File: src/rtl/mult_pkg.sv
// Shared types and constants for the approximate-multiplier operand path.
// Holds the default operand width, the feeder state enum and the operand-pair struct.
// No ports; imported by the feeder RTL and its bench.
package mult_pkg;

  // Default operand width; must match the multiplier input width.
  localparam int unsigned MULT_WIDTH = 16;

  // Feeder control states.
  typedef enum logic [1:0] {
    ST_IDLE  = 2'd0,
    ST_ISSUE = 2'd1,
    ST_WAIT  = 2'd2
  } feeder_state_e;

  // One operand pair as carried through the FIFO: a goes to in1, b goes to in2.
  typedef struct packed {
    logic [MULT_WIDTH-1:0] a;
    logic [MULT_WIDTH-1:0] b;
  } op_pair_t;

endpackage

File: src/rtl/mult_operand_feeder_if.sv
// Bundle of the feeder's stream, multiplier and status signals.
// master: feeder side (drives in_ready, mult_in1/2, mult_start, busy, count, zero_hit).
// slave: environment side (drives in_valid, in_a, in_b, mult_done).
interface mult_operand_feeder_if #(
  parameter int unsigned WIDTH = mult_pkg::MULT_WIDTH,
  parameter int unsigned DEPTH = 4
);

  logic                     in_valid;
  logic                     in_ready;
  logic [WIDTH-1:0]         in_a;
  logic [WIDTH-1:0]         in_b;
  logic [WIDTH-1:0]         mult_in1;
  logic [WIDTH-1:0]         mult_in2;
  logic                     mult_start;
  logic                     mult_done;
  logic                     busy;
  logic [$clog2(DEPTH):0]   count;
  logic                     zero_hit;

  modport master (
    input  in_valid, in_a, in_b, mult_done,
    output in_ready, mult_in1, mult_in2, mult_start, busy, count, zero_hit
  );

  modport slave (
    output in_valid, in_a, in_b, mult_done,
    input  in_ready, mult_in1, mult_in2, mult_start, busy, count, zero_hit
  );

endinterface

File: src/rtl/sync_fifo.sv
// Synchronous FIFO with occupancy count; power-of-two DEPTH, pointers wrap naturally.
// Latency: a pushed word is visible at rdata_o the cycle after the push edge.
// Backpressure: push ignored when full, pop ignored when empty; full/empty/count are registered-state only.
// Ports: clk, rst (async active-high), push_i/wdata_i, pop_i/rdata_o, full_o, empty_o, count_o.
module sync_fifo #(
  parameter int unsigned DEPTH = 4,
  parameter int unsigned DW    = 32
) (
  input  logic                     clk,
  input  logic                     rst,
  input  logic                     push_i,
  input  logic [DW-1:0]            wdata_i,
  input  logic                     pop_i,
  output logic [DW-1:0]            rdata_o,
  output logic                     full_o,
  output logic                     empty_o,
  output logic [$clog2(DEPTH):0]   count_o
);

  localparam int unsigned AW = $clog2(DEPTH);
  localparam logic [AW:0] FULL_CNT = (AW+1)'(DEPTH);

  logic [DW-1:0] mem_q [DEPTH];
  logic [AW-1:0] wr_ptr_q, wr_ptr_d;
  logic [AW-1:0] rd_ptr_q, rd_ptr_d;
  logic [AW:0]   count_q, count_d;
  logic          do_push, do_pop;

  assign full_o  = (count_q == FULL_CNT);
  assign empty_o = (count_q == '0);
  assign count_o = count_q;
  assign rdata_o = mem_q[rd_ptr_q];

  // A full FIFO refuses a push even when a pop happens in the same cycle.
  assign do_push = push_i && !full_o;
  assign do_pop  = pop_i  && !empty_o;

  always_comb begin
    wr_ptr_d = wr_ptr_q;
    rd_ptr_d = rd_ptr_q;
    count_d  = count_q;
    if (do_push) wr_ptr_d = wr_ptr_q + 1'b1;
    if (do_pop)  rd_ptr_d = rd_ptr_q + 1'b1;
    case ({do_push, do_pop})
      2'b10:   count_d = count_q + 1'b1;
      2'b01:   count_d = count_q - 1'b1;
      default: count_d = count_q;
    endcase
  end

  always_ff @(posedge clk or posedge rst) begin
    if (rst) begin
      wr_ptr_q <= '0;
      rd_ptr_q <= '0;
      count_q  <= '0;
    end else begin
      wr_ptr_q <= wr_ptr_d;
      rd_ptr_q <= rd_ptr_d;
      count_q  <= count_d;
    end
  end

  // Storage needs no reset: entries are only read once count says they were written.
  always_ff @(posedge clk) begin
    if (do_push) mem_q[wr_ptr_q] <= wdata_i;
  end

endmodule

File: src/rtl/mult_operand_feeder.sv
// Operand feeder: queues {a,b} pairs and hands one at a time to the multiplier with a start pulse.
// Latency: push at edge t into empty idle feeder -> pop at t+1, mult_start high t+1..t+2.
// Backpressure: in_ready = !full (from count only); next pair issues only after mult_done in WAIT.
// Ports: clk, rst (async active-high); bus (mult_operand_feeder_if.master) carries
//   in_valid/in_ready/in_a/in_b, mult_in1/mult_in2/mult_start/mult_done, busy, count, zero_hit.
// Build option: define MOF_ZERO_BYPASS_EN to skip pairs with a zero operand and pulse zero_hit.
module mult_operand_feeder
  import mult_pkg::*;
#(
  parameter int unsigned DEPTH = 4,
  parameter int unsigned WIDTH = MULT_WIDTH
) (
  input  logic                  clk,
  input  logic                  rst,
  mult_operand_feeder_if.master bus
);

  localparam logic [1:0] S_IDLE  = ST_IDLE;
  localparam logic [1:0] S_ISSUE = ST_ISSUE;
  localparam logic [1:0] S_WAIT  = ST_WAIT;

  logic [1:0]             state_q, state_d;
  logic [WIDTH-1:0]       in1_q, in1_d;
  logic [WIDTH-1:0]       in2_q, in2_d;

  logic                   fifo_push, fifo_pop;
  logic                   fifo_full, fifo_empty;
  logic [2*WIDTH-1:0]     fifo_wdata, fifo_rdata;
  logic [$clog2(DEPTH):0] fifo_count;
  logic [WIDTH-1:0]       head_a, head_b;

  assign fifo_push  = bus.in_valid && !fifo_full;
  assign fifo_wdata = {bus.in_a, bus.in_b};
  // Only IDLE consumes; empty is registered, so a same-cycle push into an empty FIFO waits a cycle.
  assign fifo_pop   = (state_q == S_IDLE) && !fifo_empty;
  assign head_a     = fifo_rdata[2*WIDTH-1:WIDTH];
  assign head_b     = fifo_rdata[WIDTH-1:0];

  sync_fifo #(
    .DEPTH (DEPTH),
    .DW    (2*WIDTH)
  ) u_fifo (
    .clk     (clk),
    .rst     (rst),
    .push_i  (fifo_push),
    .wdata_i (fifo_wdata),
    .pop_i   (fifo_pop),
    .rdata_o (fifo_rdata),
    .full_o  (fifo_full),
    .empty_o (fifo_empty),
    .count_o (fifo_count)
  );

`ifdef MOF_ZERO_BYPASS_EN
  logic zero_hit_q, zero_hit_d;
`endif

  always_comb begin
    state_d = state_q;
    in1_d   = in1_q;
    in2_d   = in2_q;
`ifdef MOF_ZERO_BYPASS_EN
    zero_hit_d = 1'b0;
`endif
    case (state_q)
      S_IDLE: begin
        if (!fifo_empty) begin
`ifdef MOF_ZERO_BYPASS_EN
          // A zero operand makes the product trivially zero: drop the pair,
          // keep the held operands, and stay in IDLE so the next pair can pop.
          if ((head_a == '0) || (head_b == '0)) begin
            zero_hit_d = 1'b1;
          end else begin
            in1_d   = head_a;
            in2_d   = head_b;
            state_d = S_ISSUE;
          end
`else
          in1_d   = head_a;
          in2_d   = head_b;
          state_d = S_ISSUE;
`endif
        end
      end
      S_ISSUE: state_d = S_WAIT;
      S_WAIT:  if (bus.mult_done) state_d = S_IDLE;
      default: state_d = S_IDLE;
    endcase
  end

  always_ff @(posedge clk or posedge rst) begin
    if (rst) begin
      state_q <= S_IDLE;
      in1_q   <= '0;
      in2_q   <= '0;
    end else begin
      state_q <= state_d;
      in1_q   <= in1_d;
      in2_q   <= in2_d;
    end
  end

`ifdef MOF_ZERO_BYPASS_EN
  always_ff @(posedge clk or posedge rst) begin
    if (rst) zero_hit_q <= 1'b0;
    else     zero_hit_q <= zero_hit_d;
  end
  assign bus.zero_hit = zero_hit_q;
`else
  assign bus.zero_hit = 1'b0;
`endif

  assign bus.in_ready   = !fifo_full;
  assign bus.count      = fifo_count;
  assign bus.mult_in1   = in1_q;
  assign bus.mult_in2   = in2_q;
  assign bus.mult_start = (state_q == S_ISSUE);
  assign bus.busy       = (state_q != S_IDLE);

endmodule

File: src/flat_wrapper.sv
// flat-port wrapper written by rule: the top's interface ports become plain ports
module mult_operand_feeder_flat import mult_pkg::*;
#(
  parameter int unsigned DEPTH = 4,
  parameter int unsigned WIDTH = MULT_WIDTH
)
  (clk, rst, bus_in_valid, bus_in_a, bus_in_b, bus_mult_done, bus_in_ready, bus_mult_in1, bus_mult_in2, bus_mult_start, bus_busy, bus_count, bus_zero_hit);
  mult_operand_feeder_if #(.WIDTH(WIDTH), .DEPTH(DEPTH)) bus_i ();
  input  logic clk;
  input  logic rst;
  input wire logic [$bits(bus_i.in_valid)-1:0] bus_in_valid;
  input wire logic [$bits(bus_i.in_a)-1:0] bus_in_a;
  input wire logic [$bits(bus_i.in_b)-1:0] bus_in_b;
  input wire logic [$bits(bus_i.mult_done)-1:0] bus_mult_done;
  output wire logic [$bits(bus_i.in_ready)-1:0] bus_in_ready;
  output wire logic [$bits(bus_i.mult_in1)-1:0] bus_mult_in1;
  output wire logic [$bits(bus_i.mult_in2)-1:0] bus_mult_in2;
  output wire logic [$bits(bus_i.mult_start)-1:0] bus_mult_start;
  output wire logic [$bits(bus_i.busy)-1:0] bus_busy;
  output wire logic [$bits(bus_i.count)-1:0] bus_count;
  output wire logic [$bits(bus_i.zero_hit)-1:0] bus_zero_hit;
  assign bus_i.in_valid = bus_in_valid;
  assign bus_i.in_a = bus_in_a;
  assign bus_i.in_b = bus_in_b;
  assign bus_i.mult_done = bus_mult_done;
  assign bus_in_ready = bus_i.in_ready;
  assign bus_mult_in1 = bus_i.mult_in1;
  assign bus_mult_in2 = bus_i.mult_in2;
  assign bus_mult_start = bus_i.mult_start;
  assign bus_busy = bus_i.busy;
  assign bus_count = bus_i.count;
  assign bus_zero_hit = bus_i.zero_hit;
  mult_operand_feeder #(.DEPTH(DEPTH), .WIDTH(WIDTH)) u_core (.clk(clk), .rst(rst), .bus(bus_i));
endmodule
File: config.mk
export PLATFORM = sky130hd
export DESIGN_NAME = mult_operand_feeder_flat
export DESIGN_NICKNAME = d
export VERILOG_FILES = /design/src/rtl/mult_pkg.sv /design/src/rtl/mult_operand_feeder_if.sv /design/src/rtl/sync_fifo.sv /design/src/rtl/mult_operand_feeder.sv /design/src/flat_wrapper.sv
export SDC_FILE = /design/constraint.sdc
export NUM_CORES = 1
export LEC_CHECK = 0
export ABC_AREA = 1
export BUFFER_PORTS_ARGS = -buffer_cell sky130_fd_sc_hd__buf_2
export CAP_MARGIN = 5
export CORE_MARGIN = 3
export CORE_UTILIZATION = 40
export CTS_BUF_LIST = sky130_fd_sc_hd__clkbuf_2 sky130_fd_sc_hd__clkbuf_4 sky130_fd_sc_hd__clkbuf_8
export DETAILED_ROUTE_END_ITERATION = 8
export SLEW_MARGIN = 20
export SYNTH_ARGS = -nofsm -noshare
export SYNTH_HDL_FRONTEND = slang
export SYNTH_SLANG_ARGS = --single-unit
File: constraint.sdc
create_clock -name clk -period 3.5 [get_ports clk]
set_clock_uncertainty 0.1 [all_clocks]
set_input_delay 0.35 -clock clk [delete_from_list [all_inputs] [get_ports clk]]
set_output_delay 0.35 -clock clk [all_outputs]
set_load 0.02 [all_outputs]
==> flow_metrics.env <==
export IMPL_fin_crit_ns=2.51
export IMPL_die_width_um=140
export IMPL_yosysUniqueCellTypes=23
export IMPL_slew_headroom=0.299
export IMPL_ctsResizeCount=0
export IMPL_synthesis_area_um2=7180
export IMPL_crit_top_cell="inv_1"
export IMPL_coreArea_um2=17400
export IMPL_tightest_slew_ns=1.05
export IMPL_placed_area_um2=7650
export IMPL_die_h_um=140
export IMPL_cp_startpoint="u_core.state_q[1]$_DFFE_PP0P_"
export IMPL_cap_violations=0
export IMPL_synth_enable_flop_cells=128
export IMPL_max_freq_mhz=399
export IMPL_synth_cells=699
export IMPL_drv_slew=0
export IMPL_synth_most_common_cell="nand2_1"
export IMPL_place_congestion=0.736
export IMPL_grt_pass1_wl_um=23100
export IMPL_critPathLaunchType="register"
export IMPL_antenna_left=0
export IMPL_hp_class="input port to asynchronous set/reset pin"
export IMPL_cts_inserted_buffers=17
export IMPL_period_share=0.716
export IMPL_rr_worst_depth=10
export IMPL_area_growth_syn_to_layout_pct=15.4
export IMPL_drtPass1Iterations=4
export IMPL_globalRoute_totalOverflow=0
export IMPL_drive_gt1_frac=0.153
export IMPL_routed_wl_um=14200
export IMPL_crit_arrival_ns=2.79
export IMPL_cts_max_level=4
export IMPL_root_buffer="clkbuf_8"
export IMPL_antenna_cells=0
export IMPL_rsz0062_at_grt="false"
export IMPL_hpwl_um=8240
export IMPL_postLayoutCellArea_um2=8280
export IMPL_clock_sinks=169
export IMPL_cts_tree="yes"
export IMPL_wl_per_cell_um=13.9
export IMPL_finalHoldViolCount=0
export IMPL_drt_iter0_drc=222
export IMPL_worstSkewPairLatency_ns=0.45
export IMPL_finalSetupViolations=0
export IMPL_worstSetupPathType="register to register"
export IMPL_synth_commonest_cells="nand2_1 (263), inv_1 (143), edfxtp_1 (128)"
export IMPL_drc=0
export IMPL_vias=4486
export IMPL_ir_drop_uv=383
export IMPL_path_clk_slew_ns=0.09
export IMPL_rr_startpoint="u_core.state_q[1]$_DFFE_PP0P_"
export IMPL_initial_core_util=0.412
export IMPL_syn_area_per_cell_um2=10.3
export IMPL_synth_async_sr_flop_share=0.243
export IMPL_slowest_delay_ns=0.43
export IMPL_ff2ff_setup_slack_ns=0.99
export IMPL_nets=827
export IMPL_crit_path_end_kind="register"
export IMPL_die_area_um2=19600
export IMPL_synth_area_top_cells="edfxtp_1 (54%), dfrtp_1 (14%), nand2_1 (14%), inv_1 (7.5%), nand3_1 (4.6%)"
export IMPL_pwr_density_cell_nw_per_um2=848
export IMPL_grt_start_max_net_pins=66
export IMPL_cp_endpoint="u_core.u_fifo.count_o[2]$_DFFE_PP0P_"
export IMPL_post_cts_setup_buffers=0
export IMPL_critPathMaxFanout=37
export IMPL_holdBufCountCts=17
export IMPL_synth_net_count=741
export IMPL_cp_slowest_cell="dfrtp_1"
export IMPL_status="completed"
export IMPL_synth_top_area_share=0.536
export IMPL_synthFlopType="edfxtp_1"
export IMPL_rows=48
export IMPL_r2r_end="u_core.u_fifo.count_o[2]$_DFFE_PP0P_"
export IMPL_first_global_vias=4403
export IMPL_seq_area_frac_synth=0.679
export IMPL_path_cells="nor2_4 > nand2_4 > inv_4 > ha_1 > inv_1 > fa_1 > inv_1 > nand2_1 > nand3_1 > xor2_1"
export IMPL_synth_area_leader_cell="edfxtp_1"
export IMPL_port_buffers=73
export IMPL_grt_total_usage=0.151
export IMPL_yosysWarnings=0
export IMPL_antenna_found_initial=0
export IMPL_fin_setup_tns_ns=0
export IMPL_pin_count=75
export IMPL_viasPerCell=4.39
export IMPL_p_leak_nw=3.97
export IMPL_synth_seq_cells=169
export IMPL_clockBufferDepth=2
export IMPL_required_ns=3.78
[logic make-up (layout without fill, tap and decap cells)]
group | Yosys count | after routing | share of synthesized area
buffers and inverters | 175 | 274 | 0.108
AOI/OAI and AO/OA | 3 | 3 | 0.00244
other | 1 | 1 | 0.000523
and+or+nand+nor | 340 | 340 | 0.192
xor gates and xnor gates | 5 | 5 | 0.00610
adders and majority gates | 6 | 6 | 0.0115
DFF | 169 | 169 | 0.679
[registers in the layout, summed over array words and instances, names as in the netlist]
| signal | cells |
|---|---|
| u_core.u_fifo.rd_ptr_q | 2 |
| u_core.bus.mult_in1 | 16 |
| u_core.u_fifo.wr_ptr_q | 2 |
| u_core.state_q | 2 |
| u_core.bus.mult_in2 | 16 |
| u_core.u_fifo.mem_q | 128 |
| u_core.u_fifo.count_o | 3 |
[final cells by class]
cell class | instances | area (µm²)
clock inverter | 15 | 200
timing repair buffer | 95 | 581
fill | 1642 | 9140
inverter | 147 | 554
clock buffer | 17 | 234
tap | 225 | 282
multi-input combinational | 355 | 1560
sequential | 169 | 4870
[critical path: cells and delay by family, from the launching register on]
family                     cells  cell delay [ns]
and+or+nand+nor                4             0.58
xor gates and xnor gates       1             0.14
DFF                            1             0.43
adders and majority gates      2             0.63
buffers and inverters          3             0.54
[report_power, final]
group / total (W) / switching (W) / internal, W / leakage, nW
logic: 0.00251 / 0.00176 / 0.000756 / 2.09
clock network: 0.00150 / 0.000723 / 0.000779 / 0.204
registers: 0.00300 / 0.000265 / 0.00274 / 1.67
[cells in the final DEF (no fill, tap or decap), types with 3 or more instances in the layout]
cell type / netlist / final
nand3_1: 66 / 66
dfrtp_1: 41 / 39
inv_2: 3 / 4
edfxtp_1: 128 / 128
nand2_1: 263 / 263
bufinv_16: 0 / 4
ha_1: 5 / 5
buf_2: 11 / 73
nor2_4: 1 / 5
xor2_1: 3 / 3
clkbuf_8: 0 / 17
inv_1: 143 / 142
clkinvlp_4: 0 / 5
dlygate4sd3_1: 0 / 20
[layer usage]
| metal | routed length, µm | GRT usage | vias up | share of wire |
|---|---|---|---|---|
| li1 | - | - | 2310 | - |
| met1 | 6390 | 0.200 | 2073 | 0.45 |
| met2 | 6890 | 0.248 | 93 | 0.48 |
| met3 | 814 | 0.0376 | 10 | 0.057 |
| met4 | 129 | 0.0428 | 0 | 0.0091 |
| met5 | 0 | 0 | - | 0 |
[worst min path at each step]
stage	slack [ns]	cells after the start	startpoint	endpoint
floorplan	0.35	0	bus_in_b[0]	u_core.u_fifo.mem_q[0][0]$_DFFE_PP_
global placement	0.36	2	u_core.bus.mult_in2[11]$_DFFE_PP0P_	u_core.bus.mult_in2[11]$_DFFE_PP0P_
detailed placement	0.36	2	u_core.bus.mult_in2[6]$_DFFE_PP0P_	u_core.bus.mult_in2[6]$_DFFE_PP0P_
CTS	0.0008	1	bus_in_b[5]	u_core.u_fifo.mem_q[0][5]$_DFFE_PP_
global route	0.0007	1	bus_in_a[11]	u_core.u_fifo.mem_q[3][27]$_DFFE_PP_
finish	0.008	2	rst	u_core.u_fifo.count_o[2]$_DFFE_PP0P_
[stage by stage]
stage | worst slack, ns | utilization | hold WS (ns) | total power (W) | std cells
floorplan | 0.667 | - | 0.349 | 0.00498 | 699
global route | 0.823 | 0.476 | 0.000698 | 0.00757 | 1023
CTS | 0.969 | 0.474 | 0.000837 | 0.00713 | 1020
global placement | 1.04 | 0.439 | 0.359 | 0.00556 | 971
detailed placement | 0.998 | 0.439 | 0.361 | 0.00560 | 971
finish | 0.995 | 0.476 | 0.00836 | 0.00702 | 1023
Note: power is estimated with default switching activity, not from simulation.
